$ cat src/rtl/stream_rr_arb.sv
`default_nettype none
// ============================================================================
//  Module   : stream_rr_arb
//  Brief    : N-input round-robin valid/ready stream merger with a registered
//             two-entry skid output. Define STREAM_ARB_LOCK_EN to hold a grant
//             until the granted input sends its last beat (packet locking).
//  Revision : 1.0  initial release
// ============================================================================
module stream_rr_arb #(
    parameter int N_INPUTS   = 4,
    parameter int DATA_WIDTH = 32
) (
    input  logic                           clk,
    input  logic                           rst_n,
    input  logic [N_INPUTS*DATA_WIDTH-1:0] idat,
    input  logic [N_INPUTS-1:0]            ilst,
    input  logic [N_INPUTS-1:0]            ivld,
    output logic [N_INPUTS-1:0]            irdy,
    output logic [DATA_WIDTH-1:0]          odat,
    output logic                           olst,
    output logic [$clog2(N_INPUTS)-1:0]    osel,
    output logic                           ovld,
    input  logic                           ordy
);

    localparam int SEL_W = $clog2(N_INPUTS);

    logic [SEL_W-1:0]      r_ptr;
    logic [DATA_WIDTH-1:0] r_o_dat;
    logic                  r_o_lst;
    logic [SEL_W-1:0]      r_o_sel;
    logic                  r_o_vld;
    logic [DATA_WIDTH-1:0] r_s_dat;
    logic                  r_s_lst;
    logic [SEL_W-1:0]      r_s_sel;
    logic                  r_s_vld;

    logic                  w_scan_vld;
    logic [SEL_W-1:0]      w_scan_idx;
    logic                  w_lock_act;
    logic [SEL_W-1:0]      w_lock_idx;
    logic                  w_gnt_vld;
    logic [SEL_W-1:0]      w_gnt_idx;
    logic [SEL_W-1:0]      w_gnt_nxt;
    logic                  w_gnt_lst;
    logic [DATA_WIDTH-1:0] w_gnt_dat;
    logic                  w_accept;
    logic                  w_xfer;
    logic                  w_o_free;
    logic                  w_ptr_adv;

    // First requester at or after r_ptr, wrapping modulo N_INPUTS.
    always_comb begin
        int v_idx;
        v_idx      = 0;
        w_scan_vld = 1'b0;
        w_scan_idx = '0;
        for (int k = 0; k < N_INPUTS; k++) begin
            v_idx = int'(r_ptr) + k;
            if (v_idx >= N_INPUTS) begin
                v_idx = v_idx - N_INPUTS;
            end
            if (!w_scan_vld && ivld[SEL_W'(v_idx)]) begin
                w_scan_vld = 1'b1;
                w_scan_idx = SEL_W'(v_idx);
            end
        end
    end

    assign w_gnt_vld = w_lock_act | w_scan_vld;
    assign w_gnt_idx = w_lock_act ? w_lock_idx : w_scan_idx;
    assign w_gnt_nxt = (w_gnt_idx == SEL_W'(N_INPUTS - 1)) ? '0 : w_gnt_idx + SEL_W'(1);
    assign w_gnt_lst = ilst[w_gnt_idx];
    assign w_gnt_dat = idat[w_gnt_idx*DATA_WIDTH +: DATA_WIDTH];

    // Acceptance depends only on registered skid occupancy, never on ordy.
    assign w_accept  = !r_s_vld;
    assign w_o_free  = !r_o_vld || ordy;
    assign w_xfer    = w_gnt_vld && w_accept && ivld[w_gnt_idx];
    assign irdy      = (rst_n && w_accept && w_gnt_vld) ? (N_INPUTS'(1) << w_gnt_idx) : '0;

`ifdef STREAM_ARB_LOCK_EN
    logic             r_lock;
    logic [SEL_W-1:0] r_lock_idx;

    always_ff @(posedge clk or negedge rst_n) begin
        if (!rst_n) begin
            r_lock     <= 1'b0;
            r_lock_idx <= '0;
        end else if (w_xfer) begin
            if (w_gnt_lst) begin
                r_lock <= 1'b0;
            end else begin
                r_lock     <= 1'b1;
                r_lock_idx <= w_gnt_idx;
            end
        end
    end

    assign w_lock_act = r_lock;
    assign w_lock_idx = r_lock_idx;
    assign w_ptr_adv  = w_gnt_lst;
`else
    assign w_lock_act = 1'b0;
    assign w_lock_idx = '0;
    assign w_ptr_adv  = 1'b1;
`endif

    always_ff @(posedge clk or negedge rst_n) begin
        if (!rst_n) begin
            r_ptr   <= '0;
            r_o_vld <= 1'b0;
            r_o_dat <= '0;
            r_o_lst <= 1'b0;
            r_o_sel <= '0;
            r_s_vld <= 1'b0;
            r_s_dat <= '0;
            r_s_lst <= 1'b0;
            r_s_sel <= '0;
        end else begin
            if (r_s_vld) begin
                // Skid drains first; input side is stalled this cycle.
                if (w_o_free) begin
                    r_o_dat <= r_s_dat;
                    r_o_lst <= r_s_lst;
                    r_o_sel <= r_s_sel;
                    r_o_vld <= 1'b1;
                    r_s_vld <= 1'b0;
                end
            end else if (w_xfer) begin
                if (w_o_free) begin
                    r_o_dat <= w_gnt_dat;
                    r_o_lst <= w_gnt_lst;
                    r_o_sel <= w_gnt_idx;
                    r_o_vld <= 1'b1;
                end else begin
                    r_s_dat <= w_gnt_dat;
                    r_s_lst <= w_gnt_lst;
                    r_s_sel <= w_gnt_idx;
                    r_s_vld <= 1'b1;
                end
            end else if (ordy) begin
                r_o_vld <= 1'b0;
            end

            if (w_xfer && w_ptr_adv) begin
                r_ptr <= w_gnt_nxt;
            end
        end
    end

    assign ovld = r_o_vld;
    assign odat = r_o_dat;
    assign olst = r_o_lst;
    assign osel = r_o_sel;

endmodule
`default_nettype wire

$ cat config.mk
export PLATFORM = sky130hd
export DESIGN_NAME = stream_rr_arb
export DESIGN_NICKNAME = d
export VERILOG_FILES = /design/src/rtl/stream_rr_arb.sv
export SDC_FILE = /design/constraint.sdc
export NUM_CORES = 1
export LEC_CHECK = 0
export ABC_CLOCK_PERIOD_IN_PS = 2800
export CAP_MARGIN = 20
export CORE_MARGIN = 10
export CORE_UTILIZATION = 39
export DETAILED_ROUTE_END_ITERATION = 8
export PLACE_DENSITY_LB_ADDON = 0.2
export RECOVER_POWER = 100
export SLEW_MARGIN = 20
export SYNTH_ARGS = -nofsm -noshare
export SYNTH_HDL_FRONTEND = slang
export SYNTH_SLANG_ARGS = --single-unit
$ cat constraint.sdc
create_clock -name clk -period 2.8 [get_ports clk]
set_input_delay 0.84 -clock clk [delete_from_list [all_inputs] [get_ports clk]]
set_output_delay 0.84 -clock clk [all_outputs]
set_load 0.02 [all_outputs]
---- Word level (Yosys, flattened, before mapping) ----
Index checks and enable logic that the tools add are counted.
W data, S select, Z words.
cells by class
  reduce and logical (&&, ||, !) cells .... 17
  $add $sub $neg .......................... 8
  magnitude comparators ................... 9
  shifts and indexed selects .............. 2
  bitwise gates (word level) .............. 2
  eq/ne operators ......................... 1
  mux-type cells .......................... 49
operators by type and width
  operator               count
  $mux W32               4
  $shiftx A128 B8 Y32    1
  $mux W2                13
  $mux W1                25
  $lt A2 B4 Y1 const B   4
  $bmux W1 S2            6
  $ge A3 B3 Y1 const B   3
  $sub A2 B1 Y2 const B  4
  $logic_and A1 B1 Y1    7
  $add A2 B2 Y3 const B  2
  $logic_not A1 Y1       5
  $mux W4                1
  $shl A1 B2 Y4 const A  1
  $add A2 B1 Y3 const B  1
  $ge A2 B3 Y1 const B   1
  $lt A2 B3 Y1 const B   1
  $reduce_and A3 Y1      1
  $reduce_bool A3 Y1     1
  $add A2 B1 Y2 const B  1
  $eq A2 B2 Y1 const B   1
  $not A1 Y1             2
  $reduce_and A2 Y1      1
  $reduce_bool A2 Y1     1
  $logic_or A1 B1 Y1     1
word-level totals
  register bits ........................... 74
  word-level logic and storage cells ...... 97

---- Logic depth before layout (Yosys ltp) ----
Gate-level depths: netlist (run 1).
  depth after elaboration ................. 20
  mapped depth ............................ 10
  gate-level depth less buffers ........... 7

---- Worst setup path before layout (run 1) ----
No wires, ideal clock.
  path kind ............................... input to output
  from .................................... input port ivld[3]
  to ...................................... output port irdy[1]
  stages on the path ...................... 7
  arrival ................................. 2.028 ns
  required time ........................... 1.960 ns
  setup slack ............................. -0.068 ns
  cell sequence ........................... nand2b_1 -> a211o_1 -> o21a_1 -> buf_2 -> inv_1 -> ha_1 -> and3_1
on the way
  longest elaborated chain between the ends .. 15
RTL lines
  element                                     line  source
  start: declaration                          17    input logic [N_INPUTS-1:0] ivld,
  $bmux W1 S2                                 63    if (!w_scan_vld && ivld[SEL_W'(v_idx)]) begin
  $mux W1 (implied by the code) (2 in a row)  63
  $mux W1                                     63
  $logic_not A1 Y1                            63
  $logic_and A1 B1 Y1                         63
  $mux W1                                     63
  $logic_not A1 Y1                            63
  $logic_and A1 B1 Y1                         63
  $mux W1                                     63
  $logic_not A1 Y1                            63
  $logic_and A1 B1 Y1                         63
  $mux W2 *                                   63
  named net w_gnt_idx[1]                      43    logic [SEL_W-1:0] w_gnt_idx;
  $shl A1 B2 Y4 *                             80    assign irdy = (rst_n && w_accept && w_gnt_vld) ? (N_INPUTS'(1) << w_gnt_idx) : '0;
  $mux W4 *                                   80
  end: declaration                            18    output logic [N_INPUTS-1:0] irdy,
Mark *: on every way through the listed nets, which the timed path passes. The rest lies on a longest branch. The select of a mux whose other input is x is not followed.

---- Worst setup path in the final report (run 1) ----
  from .................................... input port ivld[3]
  to ...................................... output port irdy[2]
on the way
  longest elaborated chain between the ends .. 15
RTL lines
  element                                               line
  $bmux W1 S2                                           63
  $mux W1 (implied by the code) (2 in a row)            63
  $mux W1                                               63
  $logic_not A1 Y1                                      63
  $logic_and A1 B1 Y1                                   63
  $mux W1                                               63
  $logic_not A1 Y1                                      63
  $logic_and A1 B1 Y1                                   63
  $mux W1                                               63
  $logic_not A1 Y1                                      63
  $logic_and A1 B1 Y1                                   63
  $mux W2 or $mux W1 (tied branches)                    63
  $shl A1 B2 Y4 or $logic_and A1 B1 Y1 (tied branches)  80
  $mux W4 *                                             80
Mark *: on every way between the ends. The rest lies on a longest branch, timed or not. The select of a mux whose other input is x is not followed.

==> results_dict.tcl, run 1 <==
set metrics [dict create \
    clock_tree.root_cell "clkbuf_8" \
    drtIter0Drc 203 \
    die_y_um 123 \
    path_clk_slew_ps 80 \
    synth_top_area_share_pct 45.2 \
    hp-class "reg2reg" \
    synth_cell_types 26 \
    fin_worst_skew_ps 7.14 \
    top_layer_used "met4" \
    dp_hpwl_um 10100 \
    wl_met3_um 1150 \
    path_class "in2out" \
    rsz0062_at_grt "true" \
    ys_ff_latch 74 \
    fp.dieW_um 123 \
    row_count 37 \
    grt_max_degree 44 \
    ant_nets 0 \
    wl_per_cell_um 18.0 \
    cts_buffer_depth 2 \
    cts_tree "yes" \
    clock_sinks 74 \
    min_period_ps 2820 \
    diodes 0 \
    core_sq_mm 0.0103 \
    start_util_pct 39.9 \
    first_pass_iters 4 \
    p_leak_nw 2.78 \
    synthCells 424 \
    num_vias 3980 \
    grt_antenna_before_repair 0 \
    h-tree-depth 3 \
    wl_um 13500 \
    setup_violations 3 \
    syn_to_final_growth_pct 57.3 \
    netlist_area_sq_mm 0.00410 \
    track_usage_pct 17.6 \
    fmax_mhz 354 \
    required_ps 1960 \
    drcViolationCount 0 \
    violations "max-capacitance violations, max-slew violations, negative setup slack" \
    hold_slack_ps 494 \
    io_buffers 178 \
    ys_warn_count 0 \
    synth_nets 567 \
    holdBufCountCts 0 \
    pwr_density_cell_mw_per_mm2 854 \
    layout_common_cells "clkdlybuf4s50_1, nand2_1, dfrtp_1, a21oi_1, mux2_2" \
    wl_met2_um 6470 \
    vias_per_cell 5.34 \
    slew_headroom_pct -7.06 \
    drive_gt1_share_pct 17.4 \
    grt_overflow_total 0 \
    final_util_pct 62.7 \
    ys_seq_area_share_pct 45.2 \
    synth_area_leaders "dfrtp_1, nand2_1, mux2_2" \
    layout_commonest_cell "clkdlybuf4s50_1" \
    grt_pass1_wl_um 21600 \
    numCtsBuffers 9 \
    ir_drop_mv 0.405 \
    yosysTopAreaCell "dfrtp_1" \
    worst_slack_ps -24.2 \
    start_kind "primary input" \
    cp_max_fo 4 \
    tns_ps -30.9 \
    postSynthAreaPerCell_sq_um 9.67 \
    drv_slew 32 \
    cp.arrival_ps 1980 \
    place_congestion 0.841 \
    grt_pass1_vias 4200 \
    worstMarginPinSlew_ps 1610 \
    insertion_delay_ps 340 \
    p_total_mw 5.50 \
    ioPinCount 179 \
    period_share_pct 101 \
    wl_met1_um 5690 \
    cp-end-kind "output pin" \
    nets 748 \
    die_area_sq_mm 0.0150 \
    maxCapViolations 1 \
    hold_viol_final 0 \
    run_status "finished, violations left" \
]
## repair_timing
item	CTS	global route
setup buffers	3	0
endpoints found under the setup margin	4	4
hold endpoints to repair	0	0
pin swaps	5	0
gates resized for setup	50	5
## cells in the mapped netlist
library cell,number
or3_1,1
a21oi_1,35
o21ai_0,5
o21a_1,1
inv_2,1
nor4_2,1
a21o_1,1
ha_1,4
a32oi_1,33
and3_1,38
nand2b_1,4
a221o_1,33
nand3b_1,1
buf_6,6
a211o_1,1
inv_1,1
and2b_1,1
nor3b_1,1
clkbuf_1,15
mux2i_1,1
o41ai_1,1
mux2_2,34
nand2_1,105
buf_2,20
nor2_1,6
dfrtp_1,74
## power breakdown
part / leakage, nW / internal [mW] / switching [mW] / total (mW)
registers: 0.885 / 1.54 / 0.248 / 1.78
logic: 1.76 / 1.32 / 1.32 / 2.63
clock network: 0.134 / 0.706 / 0.379 / 1.08
total: 2.78 / 3.56 / 1.95 / 5.50
## area by class of cell
cell class,count,area [sq um]
Timing Repair Buffer,211,2040
Clock inverter,5,125
Multi-Input combinational cell,307,2110
Clock buffer,11,141
Tap cell,136,170
Inverter,2,10.0
Sequential cell,74,1850
Fill cell,880,3830
## final timing paths
path | from | to | slack, ps | cells after the start
min in group asynchronous | rst_n | odat[27] | 1020 | 2
hold / removal | osel[0] | osel[0] | 490 | 2
hold reg to reg | osel[0] | osel[0] | 490 | 2
setup reg to reg | r_ptr[0] | olst | 520 | 9
max in group asynchronous | rst_n | r_s_dat[11] | 630 | 2
setup / recovery | ivld[3] | irdy[2] | -20 | 7
## critical path, stage by stage
cell	delay [ps]
buf_8	100
nand2b_4	120
a211o_1	270
o21a_4	150
ha_1	200
and3_4	170
buf_6	120
## layer usage
layer,track usage [%],vias to the layer above
met5,0,-
met1,21.6,1907
met4,4.34,0
met3,6.75,10
met2,28.8,135
li1,-,1928
## registers in the layout, indices dropped and copies added (netlist names)
register  flops
osel          2
odat         32
r_s_lst       1
ovld          1
r_s_sel       2
r_s_vld       1
r_ptr         2
olst          1
r_s_dat      32
## metrics by stage
stage / instances / setup slack, ps / area (sq um)
floorplan: 424 / 0.328 / 4120
global placement: 727 / -881 / 6110
detailed placement: 727 / -968 / 6110
CTS: 746 / -20.2 / 6430
global route: 746 / -50.8 / 6450
finish: 746 / -24.2 / 6450
## cells by family after synthesis
family          share of synthesized area, %
simple gates                            17.6
buf+inv                                 5.65
fa+ha+maj                               1.22
flops                                   45.2
compound gates                          20.8
mux                                     9.58
(Power assumes the default switching activity.)
==> run 2, diff against run 1 <==
--- a/config.mk
+++ b/config.mk
@@ -9,7 +9,9 @@
 export CAP_MARGIN = 20
 export CORE_MARGIN = 10
 export CORE_UTILIZATION = 39
+export CTS_CLUSTER_SIZE = 8
 export DETAILED_ROUTE_END_ITERATION = 8
+export MAX_ROUTING_LAYER = met4
 export PLACE_DENSITY_LB_ADDON = 0.2
 export RECOVER_POWER = 100
 export SLEW_MARGIN = 20
==> run 2 against run 1 <==
The flow still finishes with violations (max-capacitance violations, max-slew violations, negative setup slack). Fmax about the same. Cell area unchanged. Critical path depth unchanged. Critical path type unchanged. Largest power group unchanged. Highest routed layer unchanged.
==> results_dict.tcl, run 2 (synthesis results as in run 1) <==
set metrics [dict create \
    layout_common_cells "clkdlybuf4s50_1, nand2_1, dfrtp_1, a21oi_1, mux2_2" \
    drcViolationCount 0 \
    place_congestion 0.854 \
    hold_viol_final 0 \
    rsz0062_at_grt "true" \
    syn_to_final_growth_pct 57.3 \
    fmax_mhz 354 \
    grt_pass1_vias 4207 \
    max_stage_delay_ps 270 \
    row_count 37 \
    grt_max_degree 44 \
    crit_path_top_delay_cell "a211o_1" \
    slew_headroom_pct -6.42 \
    ir_drop_mv 0.405 \
    start_kind "primary input" \
    worstMarginPinSlew_ps 1600 \
    vias_per_cell 5.34 \
    hold_slack_ps 494 \
    numCtsBuffers 9 \
    maxCapViolations 1 \
    wl_per_cell_um 18.1 \
    layout_commonest_cell "clkdlybuf4s50_1" \
    p_total_mw 5.50 \
    path_class "in2out" \
    multi_input_area_sq_mm 0.00211 \
    wl_um 13500 \
    place_inst 727 \
    clock_sinks 74 \
    diodes 0 \
    hp-start "osel[0]" \
    dpl_cell_area_sq_mm 0.00611 \
    regArea_sq_mm 0.00185 \
    r2r_start "r_ptr[0]" \
    clock_tree.root_cell "clkbuf_8" \
    pwr_density_cell_mw_per_mm2 853 \
    nets 748 \
    cp_max_fo 4 \
    min_period_ps 2830 \
    cp-startpoint "ivld[3]" \
    track_usage_pct 18.2 \
    instances_no_fill 746 \
    die_area_sq_mm 0.0150 \
    p_leak_nw 2.78 \
    path_clk_slew_ps 80 \
    dp_hpwl_um 10100 \
    grt_overflow_total 0 \
    fin_worst_skew_ps 6.10 \
    drive_gt1_share_pct 17.4 \
    final_area_sq_mm 0.00645 \
    first_pass_iters 4 \
    grt_pass1_wl_um 21600 \
    insertion_delay_ps 340 \
    ioPinCount 179 \
    cp.arrival_ps 1990 \
    ant_nets 0 \
    h-tree-depth 3 \
    die_y_um 123 \
    tns_ps -34.9 \
    core_sq_mm 0.0103 \
    drv_slew 32 \
    num_vias 3983 \
    required_ps 1960 \
    worst_slack_ps -25.4 \
    fp.dieW_um 123 \
    holdBufCountCts 0 \
    start_util_pct 39.9 \
    violations "max-capacitance violations, max-slew violations, negative setup slack" \
    run_status "finished, violations left" \
    cts_tree "yes" \
    grt_antenna_before_repair 0 \
    crit_chain "buf_8, nand2b_4, a211o_1, o21a_4, ha_1, and3_4, buf_6" \
    period_share_pct 101 \
    setup_violations 3 \
    cts_buffer_depth 2 \
    nFillCells 880 \
    drtIter0Drc 226 \
    io_buffers 178 \
    hp-class "reg2reg" \
    cp-end-kind "output pin" \
]
run 2: cell counts in the layout (fill, tap and decap cells not counted):
No cell type changed its count.
run 2: power by group:
| group | leakage, nW | internal [mW] | switching [mW] | total (mW) |
|---|---|---|---|---|
| combinational | 1.76 | 1.32 | 1.31 | 2.63 |
| clock | 0.134 | 0.706 | 0.381 | 1.09 |
| sequential | 0.885 | 1.54 | 0.248 | 1.78 |
run 2: layout make-up:
type	instances	area share [%]
Clock buffer	11	2.19
Clock inverter	5	1.94
Inverter	2	0.155
Multi-Input combinational cell	307	32.7
Sequential cell	74	28.7
Tap cell	136	2.64
Timing Repair Buffer	211	31.7
run 2: worst paths after layout:
kind / end / slack (ps) / cells past startpoint
max in group asynchronous: odat[11] / 640 / 2
setup / recovery: irdy[2] / -30 / 7
setup reg to reg: olst / 520 / 9
hold / removal: osel[0] / 490 / 2
min in group asynchronous: odat[27] / 1020 / 2
hold reg to reg: osel[0] / 490 / 2
run 2: repair_timing:
item                                    CTS  global route
endpoints found under the setup margin    4             4
gates resized for setup                  50             5
pin swaps                                 5             0
buffers inserted                          3             0
run 2: through the flow:
stage                     util, %  setup WS [ps]
after floorplan                 -          0.328
after global placement       59.5           -881
after detailed placement     59.5           -968
after CTS                    62.6          -20.2
after global routing         62.7          -50.8
final                        62.7          -25.4
run 2: worst max-delay path, delay by kind of cell:
family / cells / cell delay (ps)
adder cells (fa/ha/maj): 1 / 200
buffers and inverters: 2 / 220
AO/OA/AOI/OAI: 2 / 420
AND/OR/NAND/NOR: 2 / 290
run 2: metal layers:
| metal | vias to the layer above | routed length [um] | share of wire, % | track usage, % |
|---|---|---|---|---|
| li1 | 1927 | - | - | - |
| met1 | 1894 | 5760 | 43 | 21.9 |
| met2 | 150 | 6500 | 48 | 28.7 |
| met3 | 12 | 1070 | 7.9 | 6.29 |
| met4 | 0 | 157 | 1.2 | 4.34 |
| met5 | - | 0 | 0 | - |
